$ cat src/rtl/stress_rock_ctrl.sv
// stress_rock_ctrl: closed-loop rocking-intensity controller.
// Raises the rocking level while the heart rate is not dropping, lowers it
// while it keeps dropping, ends the session at level 0 and locks out on a
// sensor fault until the fault has been stable-released for a few ticks.
//
// state  | meaning
// -------+-----------------------------------------------------------
// IDLE   | no session, level 0, waiting for start
// TRACK  | session active, level follows the heart-rate trend
// FAULT  | sensor error lockout, level 0, waiting for stable release
module stress_rock_ctrl #(
    parameter int START_LEVEL   = 4,
    parameter int MAX_LEVEL     = 7,
    parameter int CALM_TICKS    = 3,
    parameter int STRESS_TICKS  = 2,
    parameter int RELEASE_TICKS = 2
) (
    input  logic       clk12,
    input  logic       reset,
    input  logic       tick,
    input  logic       start,
    input  logic       stop,
    input  logic       gedaald,
    input  logic       err,
    input  logic       errRelease,
    output logic [2:0] level,
    output logic       rocking,
    output logic       fault,
    output logic       done
);

    localparam logic [1:0] IDLE  = 2'd0;
    localparam logic [1:0] TRACK = 2'd1;
    localparam logic [1:0] FAULT = 2'd2;

    localparam int CW = $clog2(CALM_TICKS + 1);
    localparam int SW = $clog2(STRESS_TICKS + 1);
    localparam int RW = $clog2(RELEASE_TICKS + 1);

    logic [1:0]    state;
    logic [CW-1:0] calm_cnt;
    logic [SW-1:0] stress_cnt;
    logic [RW-1:0] rel_cnt;

    logic [CW-1:0] calm_inc;
    logic [SW-1:0] stress_inc;
    logic [RW-1:0] rel_inc;

    // Counters are cleared as soon as they reach their threshold, so the
    // incremented value never exceeds the parameter and never wraps.
    assign calm_inc   = calm_cnt + CW'(1);
    assign stress_inc = stress_cnt + SW'(1);
    assign rel_inc    = rel_cnt + RW'(1);

    // Sequencing FSM; all outputs are registered alongside the state.
    always_ff @(posedge clk12) begin
        if (reset) begin
            state      <= IDLE;
            level      <= 3'd0;
            rocking    <= 1'b0;
            fault      <= 1'b0;
            done       <= 1'b0;
            calm_cnt   <= '0;
            stress_cnt <= '0;
            rel_cnt    <= '0;
        end else begin
            done <= 1'b0;
            case (state)
                IDLE: begin
                    // A tick coinciding with start is deliberately not evaluated.
                    if (start) begin
                        state      <= TRACK;
                        level      <= 3'(START_LEVEL);
                        rocking    <= 1'b1;
                        calm_cnt   <= '0;
                        stress_cnt <= '0;
                    end
                end
                TRACK: begin
                    if (tick && err) begin
                        state      <= FAULT;
                        level      <= 3'd0;
                        rocking    <= 1'b0;
                        fault      <= 1'b1;
                        calm_cnt   <= '0;
                        stress_cnt <= '0;
                        rel_cnt    <= '0;
                    end else if (stop) begin
                        state      <= IDLE;
                        level      <= 3'd0;
                        rocking    <= 1'b0;
                        calm_cnt   <= '0;
                        stress_cnt <= '0;
                    end else if (tick && gedaald) begin
                        stress_cnt <= '0;
                        if (calm_inc == CW'(CALM_TICKS)) begin
                            calm_cnt <= '0;
                            if (level == 3'd1) begin
                                state   <= IDLE;
                                level   <= 3'd0;
                                rocking <= 1'b0;
                                done    <= 1'b1;
                            end else begin
                                level <= level - 3'd1;
                            end
                        end else begin
                            calm_cnt <= calm_inc;
                        end
                    end else if (tick) begin
                        calm_cnt <= '0;
                        if (stress_inc == SW'(STRESS_TICKS)) begin
                            stress_cnt <= '0;
                            if (level != 3'(MAX_LEVEL)) begin
                                level <= level + 3'd1;
                            end
                        end else begin
                            stress_cnt <= stress_inc;
                        end
                    end
                end
                FAULT: begin
                    // stop is ignored here; only a stable release leaves FAULT.
                    level <= 3'd0;
                    if (tick) begin
                        if (!err && errRelease) begin
                            if (rel_inc == RW'(RELEASE_TICKS)) begin
                                state   <= IDLE;
                                fault   <= 1'b0;
                                rel_cnt <= '0;
                            end else begin
                                rel_cnt <= rel_inc;
                            end
                        end else begin
                            rel_cnt <= '0;
                        end
                    end
                end
                default: begin
                    state      <= IDLE;
                    level      <= 3'd0;
                    rocking    <= 1'b0;
                    fault      <= 1'b0;
                    calm_cnt   <= '0;
                    stress_cnt <= '0;
                    rel_cnt    <= '0;
                end
            endcase
        end
    end

endmodule

$ cat config.mk
export PLATFORM = sky130hd
export DESIGN_NAME = stress_rock_ctrl
export DESIGN_NICKNAME = d
export VERILOG_FILES = /design/src/rtl/stress_rock_ctrl.sv
export SDC_FILE = /design/constraint.sdc
export NUM_CORES = 1
export LEC_CHECK = 0
export CORE_UTILIZATION = 40
export DETAILED_ROUTE_END_ITERATION = 12
export GPL_TIMING_DRIVEN = 0
export PLACE_DENSITY = 0.71
export SYNTH_ARGS = -nofsm -noshare
export SYNTH_HDL_FRONTEND = slang
export SYNTH_SLANG_ARGS = --single-unit
$ cat constraint.sdc
create_clock -name clk12 -period 2 [get_ports clk12]
set_input_delay 0.4 -clock clk12 [delete_from_list [all_inputs] [get_ports clk12]]
set_output_delay 0.4 -clock clk12 [all_outputs]
set_load 0.02 [all_outputs]
==> results of run 1 <==
==> registers in the layout, indices dropped and copies added (netlist names) <==
name / flops
calm_cnt: 2
done: 1
fault: 1
level: 3
rel_cnt: 2
rocking: 1
state: 2
stress_cnt: 2
==> cell type report <==
| class | count | area share, % |
|---|---|---|
| timing repair buffer | 13 | 12.52 |
| sequential | 14 | 26.96 |
| tap | 27 | 3.249 |
| clock buffer | 4 | 3.490 |
| multi-input combinational | 75 | 49.34 |
| buffer | 5 | 2.647 |
| inverter | 5 | 1.805 |
==> per-layer routing <==
metal	GRT usage (%)	vias to the layer above	part of all wire, %
met4	8.333	0	1.7
li1	-	405	-
met1	28.47	370	48
met3	4.528	5	4.6
met2	30.54	20	46
met5	0	-	0
==> placed cells by master (no fill, tap or decap), types with 2 or more instances in the layout <==
master           synthesis  routed
nand2b_1                 2       2
o22ai_1                  2       2
nor2b_1                  4       4
inv_1                    5       5
nand4b_1                 2       2
nor3_1                   2       2
nand2_1                  4       4
a21oi_1                  9       9
nor3b_1                  4       4
o21ai_0                  4       4
ha_1                     4       4
o211ai_1                 2       2
o21a_1                   2       2
clkbuf_1                 3       3
nand4_1                  2       2
dfxtp_1                 14      14
clkbuf_4                 0       3
nor2_1                   9       9
clkdlybuf4s50_1          0      13
==> critical path, cell delays in order <==
cell and delay, ps:
clkdlybuf4s50_1 470, o21a_1 240, o31ai_1 510, mux2i_1 260, nor2_1 50
==> final timing paths <==
kind	from	endpoint	slack (ps)	depth (start not counted)
worst max-delay path	tick	stress_cnt[0]$_SDFFE_PP0P_	240	5
worst min-delay path	rel_cnt[1]$_SDFFE_PP0P_	rel_cnt[1]$_SDFFE_PP0P_	490	1
worst max register to register	level[1]$_SDFFE_PP0P_	level[2]$_SDFFE_PP0P_	340	6
worst min register to register	rel_cnt[1]$_SDFFE_PP0P_	rel_cnt[1]$_SDFFE_PP0P_	490	1
==> per-stage QoR <==
stage / instance area [um^2] / total power [mW] / std cells / hold slack, ps / setup WS (ps)
finish: 1040 / 0.6806 / 143 / 486.1 / 238.5
global route: 1040 / 0.7227 / 143 / 500.0 / 118.2
CTS: 1040 / 0.6834 / 143 / 484.8 / 228.6
detailed placement: 1003 / 0.4756 / 139 / 472.8 / -61.63
global placement: 1003 / 0.4721 / 139 / 465.0 / -48.67
floorplan: 839.6 / 0.4160 / 99 / 456.6 / 298.0
==> power breakdown <==
part	internal [mW]	total (mW)	switching, mW
logic	0.0797	0.167	0.0875
registers	0.292	0.304	0.0118
clock network	0.111	0.210	0.0987
total	0.483	0.681	0.198
==> kinds of logic (layout without fill, tap and decap cells) <==
kind of cell	after synthesis	in the layout	synth area share (%)
multiplexers	1	1	1.192
flip-flops	14	14	33.38
AO/OA/AOI/OAI	32	32	26.38
adder cells (fa/ha/maj)	4	4	5.961
AND/OR/NAND/NOR	38	38	27.57
buffers and inverters	10	27	5.514
==> results.tsv, run 1 <==
metric	value	unit
Max-Cap Viols	0	
Setup violations, final	0	
Clock Skew	4.460	ps
proportion of layout cells with a drive suffix above 1	8.621	%
Hold Crit Class	reg -> reg	
nature of the critical path endpoint	flop	
RSZ-0062 raised after global routing	false	
first-pass GRT wire length	3.270	mm
number of synthesized flops with an enable pin	0	
Die Y	47.82	um
initial DRC count	17	
P&R area growth vs syn	23.85	%
Critical Path RT	2170	ps
final WL	1.916	mm
area share of the largest cell type after synthesis	33.38	%
sequential cell area	280.3	um^2
top-count cell post-synth	dfxtp_1	
Detail Route Antenna Nets	0	
Sink Count	14	
Post-CTS Setup Inserts	0	
vias per inst	5.594	
Final TNS setup	0	ps
Num CTS Buffers	3	
post-CTS sizing	0	
# diodes	0	
most area-consuming cells after synthesis	dfxtp_1 33%, ha_1 6.0%, a21oi_1 5.4%	
CTS Hold Bufs	0	
net count after synthesis	111	
nets	129	
top cells by count, synth	14 x dfxtp_1, 9 x a21oi_1, 9 x nor2_1	
antenna violations before repair	0	
filler cell count in the final layout	207	
Root Driver	clkbuf_4	
num rows	16	
Top Ports	14	
H-tree depth	1	
register area share after synthesis	33.38	%
Period minus WS final	1762	ps
fin util	53.00	%
WS Path Type	in -> reg	
Initial Util	42.79	%
full die area	2286	um^2
Worst Setup Start Kind	input pin	
vias	800	
CP max FO	5	
Synth area leader	dfxtp_1	
Cell variety after synth	42	
cells after synthesis	99	
PwrDens	654.6	nW/um^2
GRT Overall Usage	20.48	%
synth warn	0	
synthesis-stage register bit count	14	
total grt overflow	0	
Pins Over Slew Limit	0	
largest net degree at the start of global routing	11	
Mapped Avg Cell Area	8.480	um^2
Max-slew headroom	62.66	%
measured slew at the worst slew-check pin	555.4	ps
port buffer count	13	
gp weighted congestion	0.8507	
leakage	0.3725	nW
CTS tree	done	
clk_lat worst skew	290	ps
placeable core area	1962	um^2
ys async rst share	0	%
maximum VDD drop	0.0003200	V
DRT Pass-1 Iters	4	
drt drc	0	
Final Hold Viols	0	
vias in the first global route	752	
fmax	567.7	MHz
Longest Clk Path Bufs	2	
CP arrival	1930	ps
clock slew at reported path FFs	90	ps
Most used DFF post-synth	dfxtp_1	
routed len/inst	13.40	um
status	finished, final reports clean	
Mapped Area	839.6	um^2
Final Cycle Share	88.08	%
die width	47.82	um
DP HPWL	1.422	mm
multi-input logic area	513.0	um^2
No activity file was read; power rests on OpenSTA's default activity.
==> inputs of run 2 (changes only) <==
--- a/config.mk
+++ b/config.mk
@@ -6,4 +6,5 @@
 export NUM_CORES = 1
 export LEC_CHECK = 0
+export ABC_AREA = 1
 export CORE_UTILIZATION = 40
 export DETAILED_ROUTE_END_ITERATION = 12
==> constraint.sdc (replaced) <==
create_clock -name clk12 -period 2 [get_ports clk12]
set_input_delay 0.3 -clock clk12 [delete_from_list [all_inputs] [get_ports clk12]]
set_output_delay 0.3 -clock clk12 [all_outputs]
set_load 0.02 [all_outputs]
==> run 2 against run 1 <==
Net effect: count of clock-buffer cells in the layout unchanged; register-to-register slack improved by 260 ps; critical path type is now reg -> out; utilization is 2.3 points higher; worst hold slack worse by 58 ps; global-route usage fell by 2.9 points.
==> results.tsv, run 2 <==
metric	value	unit
status	finished, final reports clean	
Buf/Inv on CP	1	
CP max FO	5	
Finished Layout Cells	166	
total grt overflow	0	
worst reg2reg endpoint	level[0]$_SDFFE_PP0P_	
Num CTS Buffers	3	
die width	46.39	um
# diodes	0	
placed cells	162	
slowest cell on the critical path	clkdlybuf4s50_1	
multi-input logic area	425.4	um^2
drt drc	0	
CP arrival	1340	ps
DRT Pass-1 Iters	4	
leakage	0.4552	nW
Clock Skew	2.350	ps
Detail Route Antenna Nets	0	
final WL	1.552	mm
PwrDens	714.2	nW/um^2
mux cell area share after synthesis	0	%
num rows	15	
top-count cell post-synth	nand2_1	
fmax	611.5	MHz
port buffer count	13	
post-CTS sizing	0	
H-tree depth	1	
Sink Count	14	
nature of the critical path endpoint	output pin	
cells after synthesis	124	
Final Cycle Share	81.77	%
adder-cell share of the synthesized area	6.349	%
vias in the first global route	650	
net count after synthesis	136	
vias	781	
Min-Delay Path Depth	2	
full die area	2152	um^2
Max-Cap Viols	0	
Mapped Area	788.3	um^2
clock slew at reported path FFs	80	ps
commonest cells after routing, fill and taps aside	30 x nand2_1, 24 x nor2_1, 22 x inv_1	
initial DRC count	7	
main combinational cell family by area after synthesis	simple AND/OR/NAND/NOR gates	
proportion of layout cells with a drive suffix above 1	4.965	%
Cell variety after synth	17	
Max-slew headroom	82.26	%
Final TNS setup	0	ps
measured slew at the worst slew-check pin	265.1	ps
CTS Hold Bufs	0	
Root Driver	clkbuf_4	
Die Y	46.39	um
Longest Clk Path Bufs	2	
Reg with most FFs	level	
maximum VDD drop	0.0004503	V
gp weighted congestion	0.7958	
reg-to-reg startpoint	level[0]$_SDFFE_PP0P_	
first-pass GRT wire length	2.663	mm
Worst Setup Start Kind	flop	
Cell Chain, Critical Path	clkdlybuf4s50_1	
Setup violations, final	0	
commonest non-fill, non-tap cell in the layout	nand2_1	
P&R area growth vs syn	25.08	%
Post-CTS Setup Inserts	0	
top cells by count, synth	30 x nand2_1, 24 x nor2_1, 22 x inv_1	
Period minus WS final	1635	ps
Hold Crit Class	reg -> reg	
routed len/inst	9.349	um
ys async rst share	0	%
synthesis-stage register bit count	14	
Reg2Reg Depth	7	
sequential cell area	280.3	um^2
register area share after synthesis	35.56	%
most area-consuming cells after synthesis	dfxtp_1 36%, nand2_1 14%, nor2_1 11%	
RSZ-0062 raised after global routing	false	
synth warn	0	
Synth area leader	dfxtp_1	
Pins Over Slew Limit	0	
nets	154	
placeable core area	1783	um^2
simple-gate portion of the synthesized area	37.94	%
WHS Endpoint	stress_cnt[1]$_SDFFE_PP0P_	
Top Ports	14	
GRT Overall Usage	17.62	%
area share of the largest cell type after synthesis	35.56	%
CTS tree	done	
Mapped Avg Cell Area	6.357	um^2
max reg flops	3	
DP HPWL	1.242	mm
Worst path top cell family by delay	buffers and inverters	
Initial Util	44.21	%
Synth Area in XOR/XNOR	0	%
post-synthesis compound-gate area fraction	9.683	%
Final Hold Viols	0	
WS Path Type	reg -> out	
Critical Path RT	1700	ps
Hold Path Origin	stress_cnt[1]$_SDFFE_PP0P_	
clk_lat worst skew	280	ps
filler cell count in the final layout	196	
number of synthesized flops with an enable pin	0	
vias per inst	4.705	
fin util	55.30	%
largest net degree at the start of global routing	9	
Most used DFF post-synth	dfxtp_1	
Worst path max stage delay	640	ps
FF-to-FF setup slack	600	ps
antenna violations before repair	0	
run 2: worst max path at each step:
stage                                startpoint                     to  slack (ps)  depth (start not counted)
after floorplan           level[0]$_SDFFE_PP0P_  level[0]$_SDFFE_PP0P_         620                          7
final                     level[0]$_SDFFE_PP0P_               level[0]         360                          1
after CTS                 level[0]$_SDFFE_PP0P_               level[0]         340                          1
after global placement                     tick  level[0]$_SDFFE_PP0P_         260                          8
after global routing      level[0]$_SDFFE_PP0P_               level[0]         290                          1
after detailed placement                   tick  level[0]$_SDFFE_PP0P_         280                          8
run 2: stage by stage:
| stage | hold slack (ps) | setup WS [ps] | cell area, um^2 | total power [mW] |
|---|---|---|---|---|
| floorplan | 369.1 | 615.5 | 788.3 | 0.4443 |
| global placement | 414.1 | 259.8 | 949.7 | 0.5034 |
| detailed placement | 415.1 | 282.7 | 949.7 | 0.5076 |
| CTS | 429.5 | 340.6 | 985.9 | 0.7160 |
| global route | 442.4 | 286.9 | 985.9 | 0.7616 |
| finish | 428.0 | 364.7 | 985.9 | 0.7042 |
run 2: final cells by class:
class | instances | share of cell area (%)
Clock buffer | 4 | 3.680
Inverter | 22 | 8.376
Multi-Input combinational cell | 88 | 43.15
Sequential cell | 14 | 28.43
Tap cell | 25 | 3.173
Timing Repair Buffer | 13 | 13.20
run 2: routing by layer:
layer	GRT usage [%]	share of wire, %
met1	20.09	48
met2	29.17	48
met3	5.882	3.0
met4	8.235	0.84
met5	0	0
run 2: report_power, final:
group / total (mW) / switching [mW] / internal [mW] / leakage, nW
Clock: 0.203 / 0.0925 / 0.111 / 0.0210
Sequential: 0.313 / 0.0146 / 0.299 / 0.114
Combinational: 0.187 / 0.110 / 0.0773 / 0.320
Total: 0.704 / 0.217 / 0.487 / 0.455
run 2: cell families after synthesis:
family	Yosys count
and+or+nand+nor	70
adders and majority gates	4
AOI/OAI and AO/OA	14
buffers and inverters	22
DFF	14
==> inputs of run 3 (changes only) <==
- clock period: 2 -> 1.55 ns (I/O delays scaled with it)
==> run 3 against run 2 <==
Net effect: highest routed layer unchanged; worst hold slack is the same; total power grew 29%; first-iteration DRC count grew 29%; combinational power grew 28%; setup slack lost 290 ps; via count shrank 0.38%; global-route usage shrank 0.080 points; critical path depth is the same; sequential share of layout area is essentially flat.
==> results.tsv, run 3 (synthesis results as in run 2) <==
metric	value	unit
Initial Util	44.21	%
final hold slack	428.0	ps
Die Y	46.39	um
antenna violations before repair	0	
GRT Overall Usage	17.54	%
CTS tree	done	
placeable core area	1783	um^2
Setup violations, final	0	
Clock Skew	2.350	ps
Hold Crit Class	reg -> reg	
DP HPWL	1.242	mm
Sink Count	14	
placed cells	162	
port buffer count	13	
overall power	0.9050	mW
Top Ports	14	
proportion of layout cells with a drive suffix above 1	4.965	%
measured slew at the worst slew-check pin	265.1	ps
first-pass GRT wire length	2.649	mm
fin util	55.37	%
fmax	678.8	MHz
Num CTS Buffers	3	
vias per inst	4.687	
vias	778	
full die area	2152	um^2
Period minus WS final	1473	ps
initial DRC count	9	
clock slew at reported path FFs	80	ps
Final Cycle Share	95.04	%
H-tree depth	1	
commonest non-fill, non-tap cell in the layout	nand2_1	
multi-input logic area	425.4	um^2
Detail Route Antenna Nets	0	
Cell Chain, Critical Path	clkdlybuf4s50_1	
Final Hold Viols	0	
Max-slew headroom	82.26	%
PwrDens	916.8	nW/um^2
leakage	0.4721	nW
Pins Over Slew Limit	0	
vias in the first global route	649	
drt drc	0	
nature of the critical path endpoint	output pin	
# diodes	0	
total grt overflow	0	
Max-Cap Viols	0	
die width	46.39	um
commonest cells after routing, fill and taps aside	30 x nand2_1, 24 x nor2_1, 22 x inv_1	
RSZ-0062 raised after global routing	false	
clk_lat worst skew	280	ps
max reg flops	3	
Critical Path RT	1320	ps
Worst Setup Start Kind	flop	
final WL	1.551	mm
filler cell count in the final layout	198	
FF-to-FF setup slack	160	ps
maximum VDD drop	0.0005812	V
WS Path Type	reg -> out	
Finished Layout Cells	166	
num rows	15	
Root Driver	clkbuf_4	
sequential cell area	280.3	um^2
slowest cell on the critical path	clkdlybuf4s50_1	
gp weighted congestion	0.7958	
Reg with most FFs	level	
DRT Pass-1 Iters	4	
CP arrival	1240	ps
P&R area growth vs syn	25.24	%
routed len/inst	9.343	um
Worst path max stage delay	610	ps
Worst path top cell family by delay	buffers and inverters	
Longest Clk Path Bufs	2	
status	finished, final reports clean	
largest net degree at the start of global routing	9	
Buf/Inv on CP	1	
nets	154	
Post-CTS Setup Inserts	0	
CP max FO	3	
-- run 3: cell count changes in the layout (fill, tap and decap cells not counted), sizes merged --
cell and delta:
clkdlybuf4s50 -2, dlygate4sd2 +1, dlymetal6s2s +1
-- run 3: cell type report --
| cell class | instances | area share (%) |
|---|---|---|
| multi-input combinational | 88 | 43.09 |
| timing repair buffer | 13 | 13.31 |
| tap | 25 | 3.169 |
| inverter | 22 | 8.365 |
| clock buffer | 4 | 3.676 |
| sequential | 14 | 28.39 |
-- run 3: worst paths after layout --
path	startpoint	end	depth (start not counted)
setup / recovery	level[1]$_SDFFE_PP0P_	level[1]	1
hold / removal	stress_cnt[1]$_SDFFE_PP0P_	stress_cnt[1]$_SDFFE_PP0P_	2
setup reg to reg	level[0]$_SDFFE_PP0P_	level[0]$_SDFFE_PP0P_	7
hold reg to reg	stress_cnt[1]$_SDFFE_PP0P_	stress_cnt[1]$_SDFFE_PP0P_	2
-- run 3: routing by layer --
layer  GRT usage [%]  vias to the layer above  wire length (um)
met5               0                        -                 0
li1                -                      417                 -
met3           5.882                        2                46
met2           29.17                        9               747
met1           19.86                      350               744
met4           8.235                        0                13
-- run 3: power breakdown --
part,leakage [nW],switching (mW),internal [mW]
Clock,0.0210,0.119,0.143
Combinational,0.337,0.142,0.0967
Sequential,0.114,0.0185,0.386
Total,0.472,0.280,0.625
-- run 3: worst register-to-register path: stages, from the launching register on --
cell	delay, ps
dfxtp_1	360
ha_1	210
ha_1	170
or2_0	210
nand2_1	80
nand2_2	100
nor2_1	120
nor2_1	50
-- run 3: what timing repair did --
| action | in CTS | in global routing |
|---|---|---|
| hold buffers | 0 | 0 |
| hold endpoints to repair | 0 | 0 |
| setup endpoints to repair | 1 | 1 |
| gates resized for setup | 1 | 1 |
-- run 3: metrics by stage --
| stage | instance area (um^2) | setup TNS, ps | setup WS, ps |
|---|---|---|---|
| after CTS | 984.7 | 0 | 10.07 |
| after floorplan | 788.3 | 0 | 165.5 |
| final | 987.2 | 0 | 76.82 |
| after global routing | 987.2 | 0 | 5.000 |
| after global placement | 949.7 | -484.5 | -122.7 |
| after detailed placement | 949.7 | -403.1 | -99.79 |
